### src/rtl/round_step_sequencer.sv
// Round/step sequencer for the encoder datapath: walks colParity, rotate, permute,
// revaluate and add-round-constant for NUM_ROUNDS rounds with a per-step watchdog.
module round_step_sequencer #(
  parameter int NUM_ROUNDS   = 24,
  parameter int RND_W        = 5,
  parameter int TIMEOUT_W    = 10,
  parameter int STEP_TIMEOUT = 1000
) (
  input  logic             clk,
  input  logic             rst,
  input  logic             start,
  input  logic             colParity_ready,
  input  logic             rotate_ready,
  input  logic             permute_ready,
  input  logic             revaluate_ready,
  input  logic             addRc_ready,
  output logic [4:0]       step_go,
  output logic [4:0]       step_sel,
  output logic [RND_W-1:0] round_idx,
  output logic             busy,
  output logic             done,
  output logic             err
);

  typedef enum logic [2:0] {
    IDLE   = 3'd0,
    S_CP   = 3'd1,
    S_ROT  = 3'd2,
    S_PERM = 3'd3,
    S_REV  = 3'd4,
    S_ARC  = 3'd5,
    S_DONE = 3'd6,
    S_ERR  = 3'd7
  } state_t;

  state_t               state_r;
  logic                 entry_r;
  logic [TIMEOUT_W-1:0] wd_r;

  logic                 cur_ready_s;
  logic                 last_round_s;
  logic                 wd_expire_s;
  state_t               next_step_s;

  // One-hot go/select encoding of a step state; zero for non-step states.
  function automatic logic [4:0] step_onehot(input state_t s);
    case (s)
      S_CP:    return 5'b00001;
      S_ROT:   return 5'b00010;
      S_PERM:  return 5'b00100;
      S_REV:   return 5'b01000;
      S_ARC:   return 5'b10000;
      default: return 5'b00000;
    endcase
  endfunction

  // Fixed step order within a round; addRc wraps to colParity of the next round.
  function automatic state_t step_after(input state_t s);
    case (s)
      S_CP:    return S_ROT;
      S_ROT:   return S_PERM;
      S_PERM:  return S_REV;
      S_REV:   return S_ARC;
      S_ARC:   return S_CP;
      default: return IDLE;
    endcase
  endfunction

  // Select the ready line belonging to the active step; inactive steps are ignored.
  always_comb begin
    cur_ready_s = 1'b0;
    case (state_r)
      S_CP:    cur_ready_s = colParity_ready;
      S_ROT:   cur_ready_s = rotate_ready;
      S_PERM:  cur_ready_s = permute_ready;
      S_REV:   cur_ready_s = revaluate_ready;
      S_ARC:   cur_ready_s = addRc_ready;
      default: cur_ready_s = 1'b0;
    endcase
  end

  // Round/watchdog terminal-count decodes and the successor step.
  always_comb begin
    last_round_s = (round_idx == RND_W'(NUM_ROUNDS - 1));
    wd_expire_s  = (wd_r == TIMEOUT_W'(STEP_TIMEOUT - 1));
    next_step_s  = step_after(state_r);
  end

  // Sequencer FSM with registered outputs.
  always_ff @(posedge clk) begin
    if (rst) begin
      state_r   <= IDLE;
      entry_r   <= 1'b0;
      wd_r      <= {TIMEOUT_W{1'b0}};
      step_go   <= 5'b00000;
      step_sel  <= 5'b00000;
      round_idx <= {RND_W{1'b0}};
      busy      <= 1'b0;
      done      <= 1'b0;
      err       <= 1'b0;
    end else begin
      step_go <= 5'b00000;
      entry_r <= 1'b0;
      done    <= 1'b0;
      case (state_r)
        IDLE, S_ERR: begin
          if (start) begin
            state_r   <= S_CP;
            entry_r   <= 1'b1;
            wd_r      <= {TIMEOUT_W{1'b0}};
            step_go   <= 5'b00001;
            step_sel  <= 5'b00001;
            round_idx <= {RND_W{1'b0}};
            busy      <= 1'b1;
            err       <= 1'b0;
          end else begin
            state_r <= state_r;
          end
        end
        S_CP, S_ROT, S_PERM, S_REV, S_ARC: begin
          // The entry cycle never samples ready, so a stale level cannot end a step.
          if (entry_r) begin
            wd_r <= {TIMEOUT_W{1'b0}};
          end else if (cur_ready_s) begin
            if ((state_r == S_ARC) && last_round_s) begin
              state_r  <= S_DONE;
              step_sel <= 5'b00000;
              busy     <= 1'b0;
              done     <= 1'b1;
            end else begin
              state_r  <= next_step_s;
              entry_r  <= 1'b1;
              wd_r     <= {TIMEOUT_W{1'b0}};
              step_go  <= step_onehot(next_step_s);
              step_sel <= step_onehot(next_step_s);
              if (state_r == S_ARC) begin
                round_idx <= round_idx + RND_W'(1);
              end else begin
                round_idx <= round_idx;
              end
            end
          end else if (wd_expire_s) begin
            state_r  <= S_ERR;
            step_sel <= 5'b00000;
            busy     <= 1'b0;
            err      <= 1'b1;
          end else begin
            wd_r <= wd_r + TIMEOUT_W'(1);
          end
        end
        S_DONE: begin
          state_r <= IDLE;
        end
        default: begin
          state_r  <= IDLE;
          step_sel <= 5'b00000;
          busy     <= 1'b0;
        end
      endcase
    end
  end

endmodule

### config.mk
export PLATFORM = sky130hd
export DESIGN_NAME = round_step_sequencer
export DESIGN_NICKNAME = d
export VERILOG_FILES = /design/src/rtl/round_step_sequencer.sv
export SDC_FILE = /design/constraint.sdc
export NUM_CORES = 1
export LEC_CHECK = 0
export BUFFER_PORTS_ARGS = -buffer_cell sky130_fd_sc_hd__clkbuf_2
export CORE_ASPECT_RATIO = 1.75
export CORE_UTILIZATION = 28
export CTS_BUF_LIST = sky130_fd_sc_hd__clkbuf_2 sky130_fd_sc_hd__clkbuf_4 sky130_fd_sc_hd__clkbuf_8
export DETAILED_ROUTE_END_ITERATION = 6
export PLACE_DENSITY = 0.49
export SYNTH_ARGS = -nofsm -noshare
export SYNTH_HDL_FRONTEND = slang
export SYNTH_SLANG_ARGS = --single-unit
### constraint.sdc
create_clock -name clk -period 3 [get_ports clk]
set_clock_uncertainty 0.2 [all_clocks]
set_input_delay 0.6 -clock clk [delete_from_list [all_inputs] [get_ports clk]]
set_output_delay 0.6 -clock clk [all_outputs]
set_load 0.02 [all_outputs]
==> flow_metrics.tcl <==
set metrics [dict create \
    status "completed" \
    clock_latency_ps 280 \
    routedWlPerCell_um 16.2 \
    maxCapViolCount 0 \
    syn_to_final_growth_pct 18.5 \
    slew-limit-headroom 0.602 \
    grt_max_degree 20 \
    min_period_ps 2580 \
    r2r_cells 6 \
    postSynthCellCount 231 \
    grt_overflow 0 \
    drt-initial-drc-count 71 \
    die_area_um2 7140 \
    gp_congestion 0.870 \
    cts_tree "done" \
    die_h_um 111 \
    numCtsBuffers 5 \
    max_stage_delay_ps 670 \
    dr.pass1.iters 5 \
    yosys_warnings 0 \
    arrival_ps 2540 \
    worst_path_max_delay_cell "dfxtp_1" \
    ys.flop_type "dfxtp_1" \
    ant_nets 0 \
    drcViolationCount 0 \
    grt_usage 0.170 \
    min_path_type "reg2reg" \
    syn-num-nets 243 \
    rows 39 \
    cts_sinks 32 \
    syn_area_per_cell_um2 8.24 \
    cts-root-buf "clkbuf_8" \
    p_leak_nw 0.868 \
    cts.repair.resized 0 \
    critPathMaxFanout 13 \
    async_flop_share 0 \
    busiest_layer "met2" \
    io_pins 26 \
    rr_endpoint "wd_r[7]" \
    crit_path_frequent_cell "o21ai_0" \
    worst_hold_slack_ps 260 \
    finalWirelength_mm 5.60 \
    start_util 0.291 \
    whs_path_depth 1 \
    finalSetupViolCount 0 \
    setup_tns_ps 0 \
    vias 1925 \
    grt_pass1_wl_mm 9.49 \
    fp.coreArea_um2 6540 \
    postCtsHoldBufs 0 \
    grt_use_met3 0.0216 \
    worstMarginPinSlew_ps 583 \
    p_per_area_nw_per_um2 937 \
    crit_path_start_kind "flop" \
    ir_drop_v 0.000221 \
    max_freq_mhz 388 \
    grtUsageMet1 0.170 \
    cts.clk_slew.worst_paths_ps 70 \
    die-width_um 64.3 \
    critPathKind "reg2reg" \
    crit_required_ps 2960 \
    drive_gt1_frac 0.208 \
    cts_setup_buffers 0 \
    port_buffers 25 \
    vias_per_cell 5.56 \
    finalMaxSlewViolations 0 \
    yosys.area.top_type "dfxtp_1" \
    yosysUniqueCellTypes 65 \
    finalHoldViolCount 0 \
    total_power_w 0.00211 \
    crit_chain "inv_2, o32ai_4, o21a_1, o22ai_2, o21ai_0, o21ai_0" \
    cp-endpoint "wd_r[7]" \
    critPathLaunch "state_r[2]" \
    cp-end-kind "flop" \
    rrSetupSlack_ps 420 \
    netlist_top_cells_area "dfxtp_1 (34%), o21ai_0 (5.5%), nor2_1 (4.9%)" \
    h-tree-depth 2 \
    fin_nets 275 \
    synthTopCellsByCount "dfxtp_1 (32), nor2_1 (25), nand2_1 (21), o21ai_0 (21), nand3_1 (10)" \
    netlist.area_leader.share 0.337 \
    n_antenna_cell 0 \
    synth_edf_count 0 \
    rsz0062_at_grt "false" \
    fin_crit_sh 0.860 \
    ys_seq_area_frac 0.337 \
    place_hpwl_mm 4.35 \
    use_met2 0.311 \
    synth_most_common_cell "dfxtp_1" \
    syn_area_um2 1900 \
    grt_pass1_vias 1936 \
    cts_buffer_depth 2 \
    grt_antenna_before_repair 0 \
    r2r_start "state_r[2]" \
    ys_ff_latch 32 \
]
[where the power goes]
part / leakage [nW] / internal, W / switching (W) / total [W]
clock: 0.0523 / 0.000205 / 0.000160 / 0.000365
sequential: 0.259 / 0.000481 / 0.0000880 / 0.000569
combinational: 0.556 / 0.000447 / 0.000732 / 0.00118
total: 0.868 / 0.00113 / 0.000980 / 0.00211
[registers in the layout (all words and copies together), names as in the netlist]
name       cells
busy           1
done           1
entry_r        1
err            1
round_idx      5
state_r        3
step_go        5
step_sel       5
wd_r          10
[worst max-delay path: cells and delay by family, from the launching register on]
| family | cells | cell delay [ps] |
|---|---|---|
| flops | 1 | 670 |
| buf+inv | 1 | 110 |
| compound gates | 5 | 1490 |
[cell families (layout without fill, tap and decap cells)]
group           count (synthesis)  after routing  share of synthesized area
simple gates                   91             91                      0.235
mux                             3              3                     0.0158
compound gates                 77             77                      0.323
buf+inv                        21             54                     0.0493
xor+xnor                        3              3                     0.0138
fa+ha+maj                       4              4                     0.0263
flops                          32             32                      0.337
[cells in the final DEF, fill, tap and decap left out, types with 4 or more instances in the layout]
cell | Yosys | routed
nor3_1 | 8 | 8
nor2_1 | 25 | 25
nand3_1 | 10 | 10
a21o_1 | 4 | 4
or3_1 | 4 | 4
dfxtp_1 | 32 | 32
ha_1 | 4 | 4
nand2_1 | 21 | 21
nand2b_1 | 5 | 5
a21oi_1 | 9 | 9
clkbuf_2 | 0 | 25
clkbuf_8 | 0 | 6
o21ai_0 | 21 | 21
buf_4 | 1 | 11
inv_1 | 9 | 9
[per-layer routing]
| layer | routed length (um) | up-vias | share of wire |
|---|---|---|---|
| li1 | - | 927 | - |
| met1 | 2100 | 915 | 0.38 |
| met2 | 3040 | 61 | 0.54 |
| met3 | 180 | 22 | 0.032 |
| met4 | 282 | 0 | 0.050 |
| met5 | 0 | - | 0 |
[worst min-delay path by stage]
| stage | to | slack, ps | from |
|---|---|---|---|
| after floorplan | wd_r[9] | 250 | wd_r[9] |
| after global placement | step_sel[2] | 230 | step_sel[2] |
| after detailed placement | step_sel[2] | 250 | step_sel[2] |
| after CTS | step_sel[2] | 260 | step_sel[2] |
| after global routing | step_sel[2] | 280 | step_sel[2] |
| final | step_sel[2] | 260 | step_sel[2] |
[area by class of cell]
type,count,area (um^2)
Clock buffer,8,97.6
Sequential cell,32,641
Tap cell,82,103
Fill cell,733,4280
Inverter,10,37.5
Timing Repair Buffer,36,208
Multi-Input combinational cell,178,1170
[through the flow]
step	instances	cell area [um^2]	utilization	setup slack (ps)
after global routing	346	2250	0.345	217
after floorplan	231	1900	-	546
after detailed placement	338	2160	0.330	440
after global placement	338	2160	0.330	438
final	346	2250	0.345	420
after CTS	346	2250	0.345	436
No activity file was read; power rests on OpenSTA's default activity.
